[src/rtl/lfsr_rand_stream_if.sv]
// Valid/ready stream carrying one bounded random value from lfsr_rand_stream.
// master = producer (the generator), slave = consumer.
interface lfsr_rand_stream_if #(
  parameter int OUT_W = 2
);
  logic             rand_valid;
  logic             rand_ready;
  logic [OUT_W-1:0] rand_num;

  modport master (output rand_valid, output rand_num, input  rand_ready);
  modport slave  (input  rand_valid, input  rand_num, output rand_ready);
endinterface

[src/rtl/lfsr_rand_stream.sv]
// Fibonacci-LFSR random source: rejection-samples LFSR bits into 0..RANGE-1, with optional
// no-immediate-repeat filtering and a bounded-retry fallback, and presents values on a valid/ready stream.
module lfsr_rand_stream #(
  parameter int                LFSR_W    = 16,
  parameter logic [LFSR_W-1:0] TAPS      = 16'hB400,
  parameter logic [LFSR_W-1:0] SEED      = 16'hACE1,
  parameter int                OUT_W     = 2,
  parameter int                RANGE     = 4,
  parameter int                NO_REPEAT = 1,
  parameter int                MAX_TRIES = 15
) (
  input  logic               clk,
  input  logic               reset,
  input  logic               en,
  input  logic               seed_load,
  input  logic [LFSR_W-1:0]  seed_in,
  output logic [LFSR_W-1:0]  lfsr_state,
  lfsr_rand_stream_if.master rs
);

  localparam int                 TRIES_W = $clog2(MAX_TRIES + 1);
  localparam logic [TRIES_W-1:0] TRIES_MAX = TRIES_W'(MAX_TRIES);
  localparam logic [OUT_W:0]     RANGE_V   = RANGE[OUT_W:0];

  typedef enum logic {
    SEARCH = 1'b0,
    HOLD   = 1'b1
  } state_t;

  state_t             state, state_nx;
  logic [LFSR_W-1:0]  lfsr, lfsr_nx;
  logic [OUT_W-1:0]   num_q, num_nx;
  logic [OUT_W-1:0]   last, last_nx;
  logic               has_last, has_last_nx;
  logic [TRIES_W-1:0] tries, tries_nx;

  logic               fb;
  logic [OUT_W-1:0]   cand;
  logic               legal;
  logic [OUT_W:0]     last_inc;
  logic [OUT_W-1:0]   fallback;

  // Candidate is taken from the pre-step LFSR value, so the step and the decision share a clock.
  assign fb       = ^(lfsr & TAPS);
  assign cand     = lfsr[OUT_W-1:0];
  assign legal    = ({1'b0, cand} < RANGE_V) &&
                    ((NO_REPEAT == 0) || !has_last || (cand != last));
  assign last_inc = {1'b0, last} + (OUT_W + 1)'(1);
  assign fallback = (!has_last || last_inc == RANGE_V) ? '0 : last_inc[OUT_W-1:0];

  // NOTE: every always_comb output gets a default before any branch, so no path can infer a latch.
  always_comb begin
    state_nx    = state;
    num_nx      = num_q;
    last_nx     = last;
    has_last_nx = has_last;
    tries_nx    = tries;

    // Reload beats lockup recovery, which beats a normal step.
    if (seed_load)
      lfsr_nx = (seed_in == '0) ? SEED : seed_in;
    else if (lfsr == '0)
      lfsr_nx = SEED;
    else if (en)
      lfsr_nx = {lfsr[LFSR_W-2:0], fb};
    else
      lfsr_nx = lfsr;

    unique case (state)
      SEARCH: begin
        // A reseed cycle restarts the search budget instead of judging a stale candidate.
        if (!seed_load && en) begin
          if (legal || tries == TRIES_MAX) begin
            num_nx      = legal ? cand : fallback;
            last_nx     = legal ? cand : fallback;
            has_last_nx = 1'b1;
            tries_nx    = '0;
            state_nx    = HOLD;
          end else begin
            tries_nx = tries + TRIES_W'(1);
          end
        end
      end
      HOLD: begin
        // The handshake completes even while frozen so a consumer is never stalled by en.
        if (rs.rand_ready) state_nx = SEARCH;
      end
    endcase

    if (seed_load) tries_nx = '0;
  end

  // NOTE: sequential state uses non-blocking assignments so every register samples pre-edge values.
  always_ff @(posedge clk or negedge reset) begin
    if (!reset) begin
      state    <= SEARCH;
      lfsr     <= SEED;
      num_q    <= '0;
      last     <= '0;
      has_last <= 1'b0;
      tries    <= '0;
    end else begin
      state    <= state_nx;
      lfsr     <= lfsr_nx;
      num_q    <= num_nx;
      last     <= last_nx;
      has_last <= has_last_nx;
      tries    <= tries_nx;
    end
  end

  assign rs.rand_valid = (state == HOLD);
  assign rs.rand_num   = num_q;
  assign lfsr_state    = lfsr;

endmodule
[src/flat_wrapper.sv]
// flat-port wrapper written by rule: the top's interface ports become plain ports
module lfsr_rand_stream_flat 
#(
  parameter int                LFSR_W    = 16,
  parameter logic [LFSR_W-1:0] TAPS      = 16'hB400,
  parameter logic [LFSR_W-1:0] SEED      = 16'hACE1,
  parameter int                OUT_W     = 2,
  parameter int                RANGE     = 4,
  parameter int                NO_REPEAT = 1,
  parameter int                MAX_TRIES = 15
)
  (clk, reset, en, seed_load, seed_in, lfsr_state, rs_rand_valid, rs_rand_num, rs_rand_ready);
  lfsr_rand_stream_if #(.OUT_W(OUT_W)) rs_i ();
  input  logic clk;
  input  logic reset;
  input  logic en;
  input  logic seed_load;
  input  logic [LFSR_W-1:0] seed_in;
  output logic [LFSR_W-1:0] lfsr_state;
  output wire logic [$bits(rs_i.rand_valid)-1:0] rs_rand_valid;
  output wire logic [$bits(rs_i.rand_num)-1:0] rs_rand_num;
  input wire logic [$bits(rs_i.rand_ready)-1:0] rs_rand_ready;
  assign rs_rand_valid = rs_i.rand_valid;
  assign rs_rand_num = rs_i.rand_num;
  assign rs_i.rand_ready = rs_rand_ready;
  lfsr_rand_stream #(.LFSR_W(LFSR_W), .TAPS(TAPS), .SEED(SEED), .OUT_W(OUT_W), .RANGE(RANGE), .NO_REPEAT(NO_REPEAT), .MAX_TRIES(MAX_TRIES)) u_core (.clk(clk), .reset(reset), .en(en), .seed_load(seed_load), .seed_in(seed_in), .lfsr_state(lfsr_state), .rs(rs_i));
endmodule
[config.mk]
export PLATFORM = sky130hd
export DESIGN_NAME = lfsr_rand_stream_flat
export DESIGN_NICKNAME = d
export VERILOG_FILES = /design/src/rtl/lfsr_rand_stream_if.sv /design/src/rtl/lfsr_rand_stream.sv /design/src/flat_wrapper.sv
export SDC_FILE = /design/constraint.sdc
export NUM_CORES = 1
export LEC_CHECK = 0
export CORE_MARGIN = 2
export CORE_UTILIZATION = 46
export CTS_CLUSTER_SIZE = 25
export DETAILED_ROUTE_END_ITERATION = 16
export PLACE_DENSITY = 0.78
export SYNTH_ARGS = -nofsm -noshare
export SYNTH_HDL_FRONTEND = slang
export SYNTH_SLANG_ARGS = --single-unit
export TNS_END_PERCENT = 100
[constraint.sdc]
create_clock -name clk -period 1.9 [get_ports clk]
set_input_delay 0.475 -clock clk [delete_from_list [all_inputs] [get_ports clk]]
set_output_delay 0.475 -clock clk [all_outputs]
set_load 0.01 [all_outputs]
=== Yosys cells after proc, flatten, opt, wreduce, memory -nomap -nowiden ===
Cells that the tools add are included.

* Add/sub/neg operators: 2
* Equal/unequal tests: 4
* Multiplexer cells: 14
* Bitwise logic cells: 1
* Reduce and logical (&&, ||, !) cells: 13

{| class="wikitable"
|+ Operators by type and width
! cell !! count
|-
| $mux W16 || 4
|-
| $logic_not A16 Y1 || 2
|-
| $mux W4 || 4
|-
| $reduce_xor A16 Y1 || 1
|-
| $add A4 B1 Y4 const B || 1
|-
| $eq A4 B4 Y1 const B || 1
|-
| $mux W2 || 2
|-
| $add A2 B1 Y3 const B || 1
|-
| $eq A3 B3 Y1 const B || 1
|-
| $logic_or A1 B1 Y1 || 3
|-
| $mux W1 || 3
|-
| $reduce_and A3 Y1 || 1
|-
| $reduce_bool A3 Y1 || 1
|-
| $logic_not A1 Y1 || 2
|-
| $ne A2 B2 Y1 || 1
|-
| $ne A2 B2 Y1 const B || 1
|-
| $pmux W1 S2 || 1
|-
| $reduce_and A2 Y1 || 1
|-
| $reduce_bool A2 Y1 || 1
|-
| $logic_and A1 B1 Y1 || 1
|-
| $not A1 Y1 || 1
|}

* Bits in registers: 24
* Input port bits: 21
* Output and inout port bits: 19
* Logic and storage cells: 39

=== Depth between registers and ports, before layout ===
Gate-level depths: netlist (run 1).

* Depth after elaboration: 7
* Depth in mapped cells: 7
* Mapped depth without buffers: 6

=== Worst setup path before layout (run 1) ===
Ideal clock, no wire load.

* Kind: input-to-reg
* Start point: input port seed_in[9]
* End point: register u_core.lfsr[12], in the netlist u_core.lfsr_state[12]
* Data arrival time: 1.884 ns
* Path slack: -0.110 ns
* Stages: 5
* Path buffers: 1
* Path through: or4_4 o41ai_2 buf_6 nor2_2 a221o_1

* Cells in the longest elaborated chain, start to end: 3

{| class="wikitable"
|+ Ends and longest elaborated chain
! item !! line !! text
|-
| start: declaration || flat_wrapper.sv:18 || <nowiki>input logic [LFSR_W-1:0] seed_in;</nowiki>
|-
| $logic_not A16 Y1 || lfsr_rand_stream.sv:61 || <nowiki>lfsr_nx = (seed_in == '0) ? SEED : seed_in;</nowiki>
|-
| $mux W16 || lfsr_rand_stream.sv:61 ||
|-
| $mux W16 || lfsr_rand_stream.sv:60 || <nowiki>if (seed_load)</nowiki>
|-
| end signal: assignment || lfsr_rand_stream.sv:104 || <nowiki>lfsr <= lfsr_nx;</nowiki>
|-
| end: declaration || lfsr_rand_stream.sv:31 || <nowiki>logic [LFSR_W-1:0] lfsr, lfsr_nx;</nowiki>
|}

Every way passes these cells.
A chain may end at the register's enable or synchronous reset.

=== Final worst setup path (run 1) ===
* Start point: input port seed_in[8]
* End point: register u_core.lfsr[12], in the netlist u_core.lfsr_state[12]

Same word-level chain as after synthesis.

==> key figures, run 1 <==
Outcome
  • Status: finished, final reports clean

Power and ir drop
  • Max VDD drop: 574 µV
  • Pint: 1.02 mW
  • Combinational share of power: 40.3%
  • Switch share: 34.0%
  • Clk network pwr share: 15.4%
  • P_leak: 0.892 nW
  • Net switching power figure: 527 µW
  • Cell Pwr Density: 805 nW/µm²
  • Register share of total power: 44.3%

Final layout
  • Final #Nets: 221
  • Synth-to-Final Area Change: 43.9%
  • Fill count: 222
  • Layout cell share with drive strength beyond 1: 21.4%
  • Most frequent cells in the layout: dlygate4sd2_1, buf_4, dfrtp_1
  • Fin area: 1920 µm²
  • Final non-filler cell total: 227
  • Antenna diode instance count: 0

STA
  • Max Slew Vio Count: 0
  • Final setup margin: 3.56 ps
  • Final Skew: 12.4 ps
  • Relative slew slack: 75.5%
  • Setup TNS: 0 ps
  • Worst-Margin Slew: 365 ps
  • Finish-stage setup viols: 0
  • RSZ-0062 raised after global routing: true
  • Hold Vio Cnt, Final: 0
  • F_max: 0.527 GHz
  • Tmin final: 1900 ps
  • Final Cycle Share: 99.8%

Placement
  • Placed Cells: 222
  • Dpl ws: -533 ps
  • Detailed Place HPWL: 2.81 mm
  • Placed cell area: 1890 µm²
  • RePlAce Congestion: 0.921
  • Port Buffers: 39

Die
  • Die height: 57.9 µm
  • Core ar.: 2760 µm²
  • Chip width: 57.9 µm
  • Initial core utilization: 48.5%
  • Row cnt: 19
  • Ports: 40
  • Die ar.: 3350 µm²

Setup path
  • Crit Path Class: in -> reg
  • Reg-to-reg startpoint: u_core.lfsr_state[9]
  • End of the worst register-to-register path: u_core.lfsr_state[12]
  • Worst Path Arrival: 2110 ps
  • Critical path launch point: seed_in[8]
  • R2R setup slack: 130 ps
  • CP required: 2110 ps
  • Worst-path maximum fanout: 5
  • Cell count of the worst reg-to-reg path: 5
  • Critical path startpoint category: input pin
  • Type of element capturing the critical path: flop

Routing
  • DR iter-0 viols: 85
  • Vias/cell: 5.80
  • Total number of vias: 1,317
  • Pre-antenna DRT Iters: 4
  • Post-DRT Antenna Nets: 0
  • Residual DRC: 0
  • Wire per inst: 16.1 µm
  • WL final: 3.66 mm

CTS
  • CTS tree: built
  • Clk sinks: 24
  • Clock Tree Buf Depth: 2
  • CTS HTree Levels: 1
  • Clk slew on worst S/H paths: 120 ps
  • Root buf cell: clkbuf_4
  • Hold-fix buffers at CTS: 0
  • CTS buffer count: 3
  • Clk Latency, worst-skew pair: 330 ps

Synth
  • Ys Warns: 0
  • Number of synthesized register bits: 24
  • Ys flop type: dfrtp_1
  • Seq/Total Area, Yosys: 45.7%
  • Synth top area share: 30.0%
  • Syn avg cell area: 9.68 µm²
  • Mapped Cells: 138
  • Synth area leaders: dfrtp_1, dfstp_2, a21oi_1
  • Post-synth ARST share: 100%
  • EDFF count, synth: 0
  • Largest area contributor in the netlist: dfrtp_1
  • Cell Area, Synth: 1340 µm²
  • Yosys cell types: 36
  • Syn nets: 162

GRT
  • Total track usage: 23.9%
  • Initial antenna violation count: 0
  • Vias in the first global route: 1,277
  • First-pass GRT wire length: 6.14 mm
  • Largest net degree at the start of global routing: 25
  • GRT overflow: 0

Flow run
  • Max Cap Viol: 0

Hold path
  • Hold Path Sink: u_core.lfsr_state[10]
  • Hold_sp: seed_in[10]
  • Worst Hold Depth: 3
  • Hold Path Class: in -> reg
[stage by stage]
step / power (mW) / utilization (%) / hold WS, ps
2_1_floorplan: 0.982 / - / 179
3_3_place_gp: 1.30 / 68.5 / 500
3_5_place_dp: 1.33 / 68.5 / 495
4_1_cts: 1.55 / 68.9 / 485
5_1_grt: 1.65 / 69.7 / 487
6_report: 1.55 / 69.7 / 465
[critical path: stages]
cell,delay [ps]
dlygate4sd2_1,250
or4_4,530
o41ai_4,370
buf_4,190
nor2_2,30
a221o_1,260
[how the worst max path moves through the flow]
| stage | endpoint | depth (start not counted) | slack, ps |
|---|---|---|---|
| final | u_core.lfsr_state[12] | 6 | 4 |
| after global routing | u_core.lfsr_state[12] | 6 | -20 |
| after CTS | u_core.lfsr_state[12] | 6 | 0.3 |
| after detailed placement | u_core.lfsr_state[12] | 6 | -530 |
| after global placement | u_core.lfsr_state[12] | 6 | -500 |
| after floorplan | u_core.lfsr_state[12] | 5 | -80 |
[layer usage]
metal / share of wire (%) / global-route usage (%) / vias up
met4: 0.68 / 4.98 / 0
met2: 48 / 37.7 / 52
met5: 0 / 0 / -
met1: 45 / 33.3 / 635
met3: 6.0 / 6.25 / 5
li1: - / - / 625
[cell usage after synthesis, types with 3 or more instances]
cell type / n
nor2_1: 14
or4_1: 3
nand2_1: 11
dfrtp_1: 16
clkbuf_1: 3
a221o_1: 5
a31oi_1: 3
nand3_1: 5
o2bb2ai_1: 5
nor4_1: 3
inv_1: 8
xnor2_1: 4
o21ai_0: 7
ha_1: 3
a21oi_1: 11
dfstp_2: 8
[final cells by class]
class                      instances  area (µm²)  share of cell area [%]
timing repair buffer              59         526                    27.3
tap                               31        38.8                    2.02
sequential                        24         611                    31.8
multi-input combinational        101         692                    36.0
inverter                           8        30.0                    1.56
clock buffer                       4        26.3                    1.37
[power groups by stage]
stage               Clock, mW  Combinational (mW)  Sequential [mW]
global placement            0               0.614            0.690
finish                  0.238               0.624            0.686
floorplan                   0               0.270            0.712
global route            0.258               0.689            0.698
CTS                     0.245               0.623            0.682
detailed placement          0               0.631            0.696
[state kept, by name, indices dropped and copies added, names as in the netlist]
signal / count
u_core.rs.rand_num: 2
u_core.rs.rand_valid: 1
u_core.tries: 4
u_core.lfsr_state: 16
u_core.has_last: 1
[cells by family after synthesis]
family	Yosys count	synth area share (%)
and+or+nand+nor	52	20.9
AOI/OAI and AO/OA	38	20.0
DFF	24	45.7
buffers and inverters	13	4.78
xor gates and xnor gates	4	2.62
muxes	4	3.18
adders and majority gates	3	2.81
[what timing repair did]
action / in CTS / in global routing
resized for setup: 22 / 7
setup endpoints to repair: 20 / 11
buffers inserted: 1 / 0
gates cloned: 0 / 0
pin swaps: 5 / 4
Note: power is estimated with default switching activity, not from simulation.
==> run 2: changes to the inputs <==
Settings changed: ABC_AREA set to 1, CAP_MARGIN set to 20, CORE_UTILIZATION 46 to 49, PLACE_DENSITY 0.78 to 0.8.
==> run 2 against run 1 <==
Against the previous run:
- sequential cell count did not move
- core utilization rose by 0.80 points
- routed wire length rose by 7.2%
- design area rose by 11%
- global-route usage rose by 0.30 points
- worst setup slack improved by 91 ps
- sequential power barely moved
- sequential share of layout area fell by 3.0 points
- combinational power rose by 4.3%
- critical path type is now reg -> out
- highest routed layer unchanged
==> key figures, run 2 <==
Outcome
  • Status: finished, final reports clean

STA
  • Worst-Margin Slew: 301 ps
  • Setup TNS: 0 ps
  • Relative slew slack: 79.9%
  • Max Slew Vio Count: 0
  • RSZ-0062 raised after global routing: false
  • Hold Vio Cnt, Final: 0
  • Final Skew: 21.0 ps
  • Final setup margin: 94.4 ps
  • Tmin final: 1810 ps
  • F_max: 0.554 GHz
  • Finish-stage setup viols: 0
  • Final Cycle Share: 95.0%

Routing
  • WL final: 3.92 mm
  • Vias/cell: 5.15
  • Residual DRC: 0
  • Post-DRT Antenna Nets: 0
  • Total number of vias: 1,653
  • DR iter-0 viols: 90
  • Wire per inst: 12.2 µm
  • Pre-antenna DRT Iters: 4

Synth
  • Ys Warns: 0
  • Seq/Total Area, Yosys: 39.2%
  • Synth top area share: 25.7%
  • Syn avg cell area: 6.90 µm²
  • EDFF count, synth: 0
  • Cell Area, Synth: 1560 µm²
  • Largest area contributor in the netlist: dfrtp_1
  • Mapped Cells: 226
  • Post-synth ARST share: 100%
  • Most common cell in the netlist: nand2_1
  • Number of synthesized register bits: 24
  • Ys flop type: dfrtp_1
  • Syn nets: 250
  • Most frequent cells after synthesis: nand2_1, nand3_1, nor2_1
  • Synth area leaders: dfrtp_1, nand2_1, dfstp_2
  • Yosys cell types: 27

Setup path
  • Crit path max-delay family: buffers and inverters
  • Crit Path Class: reg -> out
  • Worst Path Arrival: 1330 ps
  • Type of element capturing the critical path: output pin
  • Highest-delay cell along the critical path: clkdlybuf4s50_1
  • CP required: 1420 ps
  • Worst-path maximum fanout: 5
  • Worst path max stage delay: 550 ps
  • Worst path cell trace: clkdlybuf4s50_1
  • Critical path startpoint category: flop
  • WP buf/inv: 1

CTS
  • Clk Latency, worst-skew pair: 330 ps
  • Clock Tree Buf Depth: 2
  • Clk sinks: 24
  • Clk slew on worst S/H paths: 150 ps
  • Root buf cell: clkbuf_4
  • CTS buffer count: 3
  • CTS HTree Levels: 1
  • CTS tree: built

Final layout
  • Final #Nets: 302
  • Most common cell after layout, fill and taps aside: nand2_1
  • Max FFs per register: 16
  • Fill count: 244
  • Layout cell share with drive strength beyond 1: 15.2%
  • Antenna diode instance count: 0
  • Synth-to-Final Area Change: 37.0%
  • Fin area: 2140 µm²
  • Multi-input gate area: 831 µm²
  • Register area: 614 µm²
  • Most frequent cells in the layout: nand2_1, nand3_1, clkdlybuf4s50_1

GRT
  • Vias in the first global route: 1,579
  • First-pass GRT wire length: 6.67 mm
  • Largest net degree at the start of global routing: 25
  • Total track usage: 24.2%
  • Initial antenna violation count: 0
  • GRT overflow: 0

Die
  • Row cnt: 20
  • Chip width: 60.4 µm
  • Ports: 40
  • Initial core utilization: 51.5%
  • Die height: 60.4 µm
  • Die ar.: 3650 µm²
  • Core ar.: 3030 µm²

Placement
  • Placed cell area: 2030 µm²
  • RePlAce Congestion: 0.869
  • Dpl ws: 179 ps
  • Detailed Place HPWL: 2.99 mm
  • Port Buffers: 39

Power and ir drop
  • P_leak: 1.06 nW
  • Cell Pwr Density: 802 nW/µm²
  • Max VDD drop: 402 µV

Flow run
  • Max Cap Viol: 0

Hold path
  • Hold Path Class: in -> async
-- run 2: cell count changes after synthesis, sizes merged, moves of 5 or more --
| cell | change |
|---|---|
| nand3b | +5 |
| inv | +14 |
| nand3 | +34 |
| o2bb2ai | -5 |
| a21oi | -9 |
| or4 | -5 |
| nand2 | +67 |
| a221o | -5 |
| nor2 | +14 |
-- run 2: where the power goes --
part / total (mW) / internal [mW] / switching (mW)
sequential: 0.685 / 0.601 / 0.0847
clock: 0.378 / 0.213 / 0.164
combinational: 0.651 / 0.312 / 0.339
total: 1.71 / 1.13 / 0.588
-- run 2: final cells by class --
type                            instances  share of cell area, %
Sequential cell                        24                   28.8
Tap cell                               44                   2.58
Clock buffer                            3                   1.05
Timing Repair Buffer                   53                   23.4
Inverter                               22                   3.87
Multi-Input combinational cell        174                   38.9
Clock inverter                          1                   1.41
-- run 2: metrics by stage --
step	power (mW)	util [%]	hold slack, ps	cells
floorplan	1.05	-	179	226
global placement	1.32	67.0	483	311
detailed placement	1.33	67.0	496	311
CTS	1.72	69.9	490	320
global route	1.83	70.5	519	321
finish	1.71	70.5	469	321
-- run 2: cells by family (layout without fill, tap and decap cells) --
logic type | after synthesis | in the layout | synth area share, %
buffers and inverters | 28 | 79 | 7.54
adder cells (fa/ha/maj) | 3 | 3 | 2.41
AO/OA/AOI/OAI | 14 | 14 | 5.14
AND/OR/NAND/NOR | 156 | 156 | 45.2
flip-flops | 24 | 24 | 39.2
XOR/XNOR | 1 | 1 | 0.562
-- run 2: final timing paths --
kind | from | to | slack, ps | cells after the start
worst max-delay path | u_core.rs.rand_num[0] | rs_rand_num[0] | 90 | 1
worst min-delay path | reset | u_core.lfsr_state[3] | 470 | 2
worst max register to register | u_core.lfsr_state[13] | u_core.lfsr_state[1] | 380 | 8
worst min register to register | u_core.lfsr_state[13] | u_core.lfsr_state[13] | 530 | 2
max in group asynchronous | reset | u_core.lfsr_state[15] | 1110 | 2
min in group clk | u_core.lfsr_state[13] | u_core.lfsr_state[13] | 530 | 2
-- run 2: timing repair --
action                                  CTS  global route
endpoints found under the setup margin    9             7
setup buffers                             5             1
hold buffers                              0             0
gates resized for setup                   5             6
-- run 2: routing by layer --
metal	routed length, µm	GRT usage [%]	vias up	share of wire, %
met5	0	0	-	0
met3	228	5.33	2	5.8
met2	1960	43.2	51	50
met4	16	5.40	0	0.41
li1	-	-	833	-
met1	1720	29.9	767	44
==> run 3: changes to the inputs <==
==> constraint.sdc (replaced) <==
create_clock -name clk -period 1.9 [get_ports clk]
set_input_delay 0.475 -clock clk [delete_from_list [all_inputs] [get_ports clk]]
set_output_delay 0.475 -clock clk [all_outputs]
set_load 0.005 [all_outputs]
==> run 3 against run 2 <==
Against the previous run:
- sequential share of layout area shrank 0.25 points
- largest cell class unchanged
- global-route usage unchanged
- highest routed layer unchanged
- count of clock-buffer cells in the layout unchanged
- via count increased by 1.1%
- register-to-register slack got worse by 90 ps
- worst setup slack got worse by 66 ps
- combinational power down 2%
==> key figures, run 3 (synthesis results as in run 2) <==
Outcome
  • Status: finished, final reports clean

Die
  • Die ar.: 3650 µm²
  • Core ar.: 3030 µm²
  • Die height: 60.4 µm
  • Chip width: 60.4 µm
  • Initial core utilization: 51.5%
  • Row cnt: 20
  • Ports: 40

Routing
  • Pre-antenna DRT Iters: 4
  • Vias/cell: 5.17
  • Total number of vias: 1,671
  • Post-DRT Antenna Nets: 0
  • DR iter-0 viols: 74
  • WL final: 4.02 mm
  • Residual DRC: 0
  • Wire per inst: 12.5 µm

Setup path
  • Type of element capturing the critical path: output pin
  • Critical path startpoint category: flop
  • Crit path max-delay family: flip-flops
  • Worst path cell trace: clkdlybuf4s50_1
  • Worst-path maximum fanout: 2
  • CP required: 1420 ps
  • Worst path max stage delay: 570 ps
  • Highest-delay cell along the critical path: dfstp_2
  • WP buf/inv: 1
  • Crit Path Class: reg -> out
  • Worst Path Arrival: 1400 ps

Final layout
  • Max FFs per register: 16
  • Fill count: 244
  • Final #Nets: 304
  • Register area: 612 µm²
  • Antenna diode instance count: 0
  • Most common cell after layout, fill and taps aside: nand2_1
  • Most frequent cells in the layout: nand2_1, nand3_1, clkdlybuf4s50_1
  • Fin area: 2150 µm²
  • Final non-filler cell total: 323
  • Synth-to-Final Area Change: 37.6%
  • Layout cell share with drive strength beyond 1: 15.1%
  • Multi-input gate area: 831 µm²

STA
  • F_max: 0.534 GHz
  • Final Skew: 14.5 ps
  • Max Slew Vio Count: 0
  • Final Cycle Share: 98.5%
  • Relative slew slack: 78.9%
  • Tmin final: 1870 ps
  • Hold Vio Cnt, Final: 0
  • Finish-stage setup viols: 0
  • RSZ-0062 raised after global routing: false
  • Worst-Margin Slew: 316 ps
  • Setup TNS: 0 ps
  • Final setup margin: 28.4 ps

Flow run
  • Max Cap Viol: 0

GRT
  • Initial antenna violation count: 0
  • First-pass GRT wire length: 6.67 mm
  • Vias in the first global route: 1,579
  • Largest net degree at the start of global routing: 25
  • GRT overflow: 0
  • Total track usage: 24.2%

Hold path
  • Hold Path Class: in -> async

Placement
  • Dpl ws: 179 ps
  • RePlAce Congestion: 0.869
  • Placed Cells: 311
  • Port Buffers: 39
  • Placed cell area: 2030 µm²
  • Detailed Place HPWL: 2.99 mm

Power and ir drop
  • Cell Pwr Density: 795 nW/µm²
  • P_leak: 1.04 nW
  • Max VDD drop: 413 µV

CTS
  • Clk Latency, worst-skew pair: 330 ps
  • CTS buffer count: 3
  • Clock Tree Buf Depth: 2
  • Clk slew on worst S/H paths: 150 ps
  • Clk sinks: 24
  • CTS HTree Levels: 1
  • Root buf cell: clkbuf_4
  • CTS tree: built
run 3: cell types whose count changed in the layout (fill, tap and decap cells not counted):
cell,previous run,this run
buf_4,14,16
clkdlybuf4s50_1,31,38
dfrtp_1,13,15
dfrtp_2,3,1
dlygate4sd2_1,4,0
dlymetal6s2s_1,4,1
run 3: power by group:
part	switching [mW]	total (mW)	internal [mW]
logic	0.315	0.638	0.323
registers	0.0874	0.684	0.597
clock network	0.170	0.384	0.213
run 3: area by class of cell:
class / instances / area share (%)
timing repair buffer: 55 / 23.9
clock inverter: 1 / 1.40
multi-input combinational: 174 / 38.7
clock buffer: 3 / 1.05
inverter: 22 / 3.85
sequential: 24 / 28.5
tap: 44 / 2.57
run 3: per-layer routing:
metal / GRT usage, % / share of wire (%) / up-vias
met2: 43.2 / 49 / 54
met1: 29.9 / 44 / 777
li1: - / - / 836
met4: 5.40 / 0.72 / 0
met3: 5.33 / 5.7 / 4
met5: 0 / 0 / -
run 3: through the flow:
step                      util, %  hold WS, ps  power, mW
after floorplan                 -          179       1.03
after global placement       67.0          483       1.30
after detailed placement     67.0          496       1.30
after CTS                    70.0          490       1.70
after global routing         70.9          521       1.82
final                        70.9          475       1.71
run 3: repair_timing:
item,CTS,global route
hold buffers,0,0
gates resized for setup,1,1
buffers inserted,5,3
setup endpoints to repair,6,4
run 3: worst register-to-register path: stages, from the launching register on:
cell and delay, ps:
dfstp_2 560, buf_4 110, inv_1 40, ha_1 190
nand2_1 70, nor2_1 50, nand2_2 210, nand2_2 140
nand2_1 90, o21ai_0 70
run 3: worst paths after layout:
| check | from | cells past startpoint | slack, ps | endpoint |
|---|---|---|---|---|
| setup / recovery | u_core.lfsr_state[7] | 1 | 30 | lfsr_state[7] |
| hold / removal | reset | 2 | 470 | u_core.lfsr_state[3] |
| setup reg to reg | u_core.lfsr_state[13] | 9 | 290 | u_core.lfsr_state[1] |
| max in group asynchronous | reset | 2 | 1110 | u_core.lfsr_state[13] |
| hold reg to reg | u_core.has_last | 2 | 560 | u_core.has_last |
| min in group clk | u_core.has_last | 2 | 560 | u_core.has_last |
